`src/rtl/clk_sched_pkg.sv`:
```
// Shared constants, rate-table helper and scheduler state type for the
// runtime-selectable clock generator.
package clk_sched_pkg;

   localparam int unsigned RATE_W    = 3;
   localparam int unsigned NUM_RATES = 8;

   function automatic int unsigned half_count(input int unsigned base,
                                              input int unsigned step,
                                              input int unsigned idx);
      int unsigned h;
      h = base;
      for (int unsigned i = 0; i < idx; i++) h = h * step;
      return h;
   endfunction

   function automatic int unsigned ctr_width(input int unsigned base,
                                             input int unsigned step);
      int unsigned m;
      m = half_count(base, step, NUM_RATES - 1);
      return (m > 1) ? $clog2(m) : 1;
   endfunction

   localparam int unsigned CTR_W = ctr_width(5, 10);

   typedef enum logic {RUN, PEND} sched_state_t;

endpackage

```
`src/rtl/clk_sched_divider.sv`:
```
// Half-period counter and square-wave toggle; flags the rising and falling
// toggle cycles so the scheduler can align rate changes.
module clk_sched_divider
   import clk_sched_pkg::*;
#(
   parameter int unsigned CW = CTR_W
) (
   input  logic          CLK100MHZ,
   input  logic          reset,
   input  logic [CW-1:0] half_cnt,
   input  logic          apply_new,
   output logic          clk_out,
   output logic          rise,
   output logic          fall
);

   logic [CW-1:0] ctr;
   logic          terminal;

   assign terminal = (ctr == half_cnt - CW'(1));
   assign rise     = terminal & ~clk_out;
   assign fall     = terminal & clk_out;

   always_ff @(posedge CLK100MHZ) begin
      if (reset) begin
         ctr     <= '0;
         clk_out <= 1'b0;
      end else begin
         if (terminal || apply_new) ctr <= '0;
         else                       ctr <= ctr + CW'(1);
         if (terminal) clk_out <= ~clk_out;
      end
   end

endmodule

```
`src/rtl/clk_rate_scheduler.sv`:
```
// Runtime-selectable decade clock generator: manual rate requests and an
// automatic sweep, both applied only at the falling toggle of clk_out.
module clk_rate_scheduler
   import clk_sched_pkg::*;
#(
   parameter int unsigned HALF_BASE     = 5,
   parameter int unsigned RATE_STEP     = 10,
   parameter int unsigned DEFAULT_IDX   = 4,
   parameter int unsigned DWELL_PERIODS = 4
) (
   input  logic       CLK100MHZ,
   input  logic       reset,
   input  logic [2:0] sel,
   input  logic       sel_load,
   input  logic       sweep_en,
   output logic       clk_out,
   output logic       tick,
   output logic [2:0] rate_idx,
   output logic       busy
);

   localparam int unsigned CW = ctr_width(HALF_BASE, RATE_STEP);
   localparam int unsigned DW = (DWELL_PERIODS > 1) ? $clog2(DWELL_PERIODS) : 1;

   logic [CW-1:0] half_tbl [NUM_RATES];
   logic [CW-1:0] half_cnt;
   logic          rise, fall, apply_new;
   sched_state_t  state, state_n;
   logic [2:0]    pend_idx, pend_n, rate_n;
   logic [DW-1:0] dwell, dwell_n;

   for (genvar g = 0; g < NUM_RATES; g++) begin : g_half
      assign half_tbl[g] = CW'(half_count(HALF_BASE, RATE_STEP, g));
   end

   assign half_cnt = half_tbl[rate_idx];
   assign busy     = (state == PEND);

   clk_sched_divider #(.CW(CW)) u_div (
      .CLK100MHZ (CLK100MHZ),
      .reset     (reset),
      .half_cnt  (half_cnt),
      .apply_new (apply_new),
      .clk_out   (clk_out),
      .rise      (rise),
      .fall      (fall)
   );

   always_ff @(posedge CLK100MHZ) begin
      if (reset) begin
         state    <= RUN;
         pend_idx <= '0;
         rate_idx <= 3'(DEFAULT_IDX);
         dwell    <= '0;
         tick     <= 1'b0;
      end else begin
         state    <= state_n;
         pend_idx <= pend_n;
         rate_idx <= rate_n;
         dwell    <= dwell_n;
         tick     <= rise;
      end
   end

   // A request arriving on a sweep-advance boundary is still captured into PEND.
   always_comb begin
      state_n   = state;
      pend_n    = pend_idx;
      rate_n    = rate_idx;
      dwell_n   = dwell;
      apply_new = 1'b0;
      case (state)
         RUN: begin
            if (!sweep_en) begin
               dwell_n = '0;
            end else if (fall) begin
               if (dwell == DW'(DWELL_PERIODS - 1)) begin
                  rate_n    = rate_idx + 3'd1;
                  dwell_n   = '0;
                  apply_new = 1'b1;
               end else begin
                  dwell_n = dwell + DW'(1);
               end
            end
            if (sel_load) begin
               pend_n  = sel;
               state_n = PEND;
            end
         end
         PEND: begin
            if (fall) begin
               rate_n    = pend_idx;
               dwell_n   = '0;
               state_n   = RUN;
               apply_new = 1'b1;
            end
         end
         default: state_n = RUN;
      endcase
   end

endmodule

```
`config.mk`:
```
export PLATFORM = sky130hd
export DESIGN_NAME = clk_rate_scheduler
export DESIGN_NICKNAME = d
export VERILOG_FILES = /design/src/rtl/clk_sched_pkg.sv /design/src/rtl/clk_sched_divider.sv /design/src/rtl/clk_rate_scheduler.sv
export SDC_FILE = /design/constraint.sdc
export NUM_CORES = 1
export LEC_CHECK = 0
export BUFFER_PORTS_ARGS = -buffer_cell sky130_fd_sc_hd__buf_2
export CAP_MARGIN = 10
export CORE_MARGIN = 4
export CORE_UTILIZATION = 56
export DETAILED_ROUTE_END_ITERATION = 6
export GPL_ROUTABILITY_DRIVEN = 0
export PLACE_DENSITY = 0.77
export SYNTH_ARGS = -nofsm -noshare
export SYNTH_HDL_FRONTEND = slang
export SYNTH_SLANG_ARGS = --single-unit
export TNS_END_PERCENT = 50
```
`constraint.sdc`:
```
create_clock -name CLK100MHZ -period 3.97 [get_ports CLK100MHZ]
set_input_delay 0.9925 -clock CLK100MHZ [delete_from_list [all_inputs] [get_ports CLK100MHZ]]
set_output_delay 0.9925 -clock CLK100MHZ [all_outputs]
set_load 0.01 [all_outputs]
```
==> impl_results.md <==
* Run status: finished clean
* Fin. max-slew vios at 0
* H-tree lvl count at 2
* Post-CTS setup buffers at 0
* Antenna violations before repair at 0
* Synth Warn # at 0
* Number of max-cap violations at 0
* Top cells by area, synth: dfxtp_1, nor2_1, xnor2_1
* GRT overflow at 0
* Sequential area share after synthesis at between 20% and 30%
* Ratio of final minimum period to clock period at 90.8%
* Clock sink count at 37
* Pwr Density at 231 nW/um2
* Clock Latency Late Sink at ~0.30 ns
* Area grow syn2layout at 6.78%
* Worst Skew at about 0.0076 ns
* CTS resizes at 0
* Final WL at around 8000 um
* Core box area at 5200 um2
* Setup TNS at 0 ns
* Fillers at ~480
* Critical path required time at 4.17 ns
* PortBufs at 12
* Die height at roughly 80 um
* Root Buffer: clkbuf_8
* Main flop type after synthesis: dfxtp_1
* Reg area at about 740 um2
* Post-synthesis average cell area at 7.91 um2
* Layout cell share with drive strength beyond 1 at about 13%
* TritonCTS clock tree: done
* CTS buffer count at 5
* Mapped cell area at 3050 um2
* Most frequent cell after synthesis: nor2_1
* Relative max-transition margin at 58.3%
* RSZ-0062 raised after global routing: false
* Worst-Margin Slew at approximately 0.62 ns
* Fin crit period at ~3.6 ns
* Total Nets Final at 407
* Yosys reg bits at 37
* Setup violations, final at 0
* Antenna cell count at 0
* Top cell type's share of synthesized area at approximately 24%
* Starting Density at 58.5%
* Die area at approximately 6700 um2
* # DRC at 0
* Hpwl dp at 5810 um
* Vias/cell at approximately 6.2
* Clock Tree Buf Depth at 2
* DR vias at 2869
* FFs w/ async S/R, synth at 0%
* P_leak at about 1.2 nW
* Multi-input logic area at 2150 um2
* Remaining antenna violation count after routing at 0
* Hold_buf cts at 0
* Clock-pin transition on the worst setup and hold timing paths at 0.08 ns
* Startpoint Class: flip-flop
* GRT Total Usage at roughly a quarter
* Peak VDD IR at 0.193 mV
* Initial DRC count at 271
* Final core occ at a little over three fifths
* Synth cell types at 70
* Worst Path Arrival at 3.80 ns
* Syn_nets at ~400
* Synth top cells by count: nor2_1, dfxtp_1, nand2_1, xnor2_1, xor2_1
* Ports at 13
* Global-route wire length before repair at 12900 um
* EDFF count, synth at 0
* Number of global-route vias before repair at 2677
* Largest net degree at the start of global routing at 44
* Setup CP Type: flip-flop to flip-flop
* DRT Pass-1 Iters at 5
* Crit Path Max Fanout at 11
* Crit. End Element: flip-flop
* Peak Freq at between 0.2 and 0.3 GHz
* Die width at about 80 um
* Avg WL per Cell at 16.9 um
* Cells after synthesis at around 390
* Final hold vios at 0
* Num rows at 26
* Cell taking the most area after synthesis: dfxtp_1
* HP Class: flip-flop to flip-flop
## registers in the layout, summed over array words and instances, names as in the netlist
name           flops
u_div.ctr         26
rate_idx           3
dwell              2
pend_idx           3
u_div.clk_out      1
busy               1
tick               1
## per-layer routing
| layer | vias up | global-route usage, % | part of all wire [%] | routed length (um) |
|---|---|---|---|---|
| li1 | 1378 | - | - | - |
| met1 | 1354 | 34.0 | 45 | 3480 |
| met2 | 112 | 39.0 | 46 | 3550 |
| met3 | 25 | 5.37 | 6.7 | 522 |
| met4 | 0 | 9.30 | 3.1 | 238 |
| met5 | - | 0 | 0 | 0 |
## worst paths after layout
kind              cells past startpoint  slack, ns           to         from
setup / recovery                      9       0.36  rate_idx[0]  rate_idx[0]
hold / removal                        2       0.49     dwell[1]     dwell[1]
setup reg to reg                      9       0.36  rate_idx[0]  rate_idx[0]
hold reg to reg                       2       0.49     dwell[1]     dwell[1]
## critical path, cell delays in order, from the launching register on
cell       delay (ns)
dfxtp_2          0.46
inv_1            0.11
ha_1             0.32
nor2_1           0.37
o2111ai_1        0.32
mux2i_1          0.36
nand3_1          0.12
or4_4            0.58
or4b_4           0.59
a32o_1           0.27
## stage by stage
stage	hold WS [ns]	worst slack (ns)	instance area, um2	power (W)	std cells
6_report	0.487	0.364	3250	0.000753	460
4_1_cts	0.493	0.218	3240	0.000757	460
3_3_place_gp	0.452	0.287	3130	0.000423	452
5_1_grt	0.496	0.164	3250	0.000780	460
2_1_floorplan	0.438	0.131	3050	0.000415	385
3_5_place_dp	0.482	0.228	3130	0.000425	452
## placed cells by master, fill, tap and decap left out, types with 4 or more instances in the layout
cell / n
a21oi_1: 10
and2_1: 5
and3_1: 9
buf_2: 12
buf_4: 8
clkbuf_8: 5
dfxtp_1: 36
ha_1: 11
inv_1: 9
mux2_2: 4
mux2i_1: 12
nand2_1: 28
nand2b_1: 4
nand3_1: 12
nand3b_1: 6
nand4_1: 6
nor2_1: 60
nor2b_1: 10
nor3_1: 12
nor3b_1: 5
o21ai_0: 8
o221ai_1: 6
xnor2_1: 21
xor2_1: 20
## kinds of logic after synthesis
family                   Yosys count  synth area share, %
AND/OR/NAND/NOR                  181                 31.4
AO/OA/AOI/OAI                     66                 17.2
XOR/XNOR                          41                 11.8
flip-flops                        37                 24.3
buffers and inverters             33                 5.38
multiplexers                      16                 5.42
adder cells (fa/ha/maj)           11                 4.52
## report_power, final
part / total [W] / internal (W) / switching (W)
Sequential: 0.000383 / 0.000376 / 0.00000681
Clock: 0.000336 / 0.000189 / 0.000148
Combinational: 0.0000339 / 0.0000146 / 0.0000193
Total: 0.000753 / 0.000579 / 0.000174
## layout make-up
cell class | instances | share of cell area, %
Clock buffer | 6 | 2.23
Clock inverter | 2 | 1.19
Inverter | 10 | 1.15
Multi-Input combinational cell | 315 | 66.2
Sequential cell | 37 | 22.8
Tap cell | 70 | 2.69
Timing Repair Buffer | 20 | 3.69
Power figures use the tool's default switching activity.
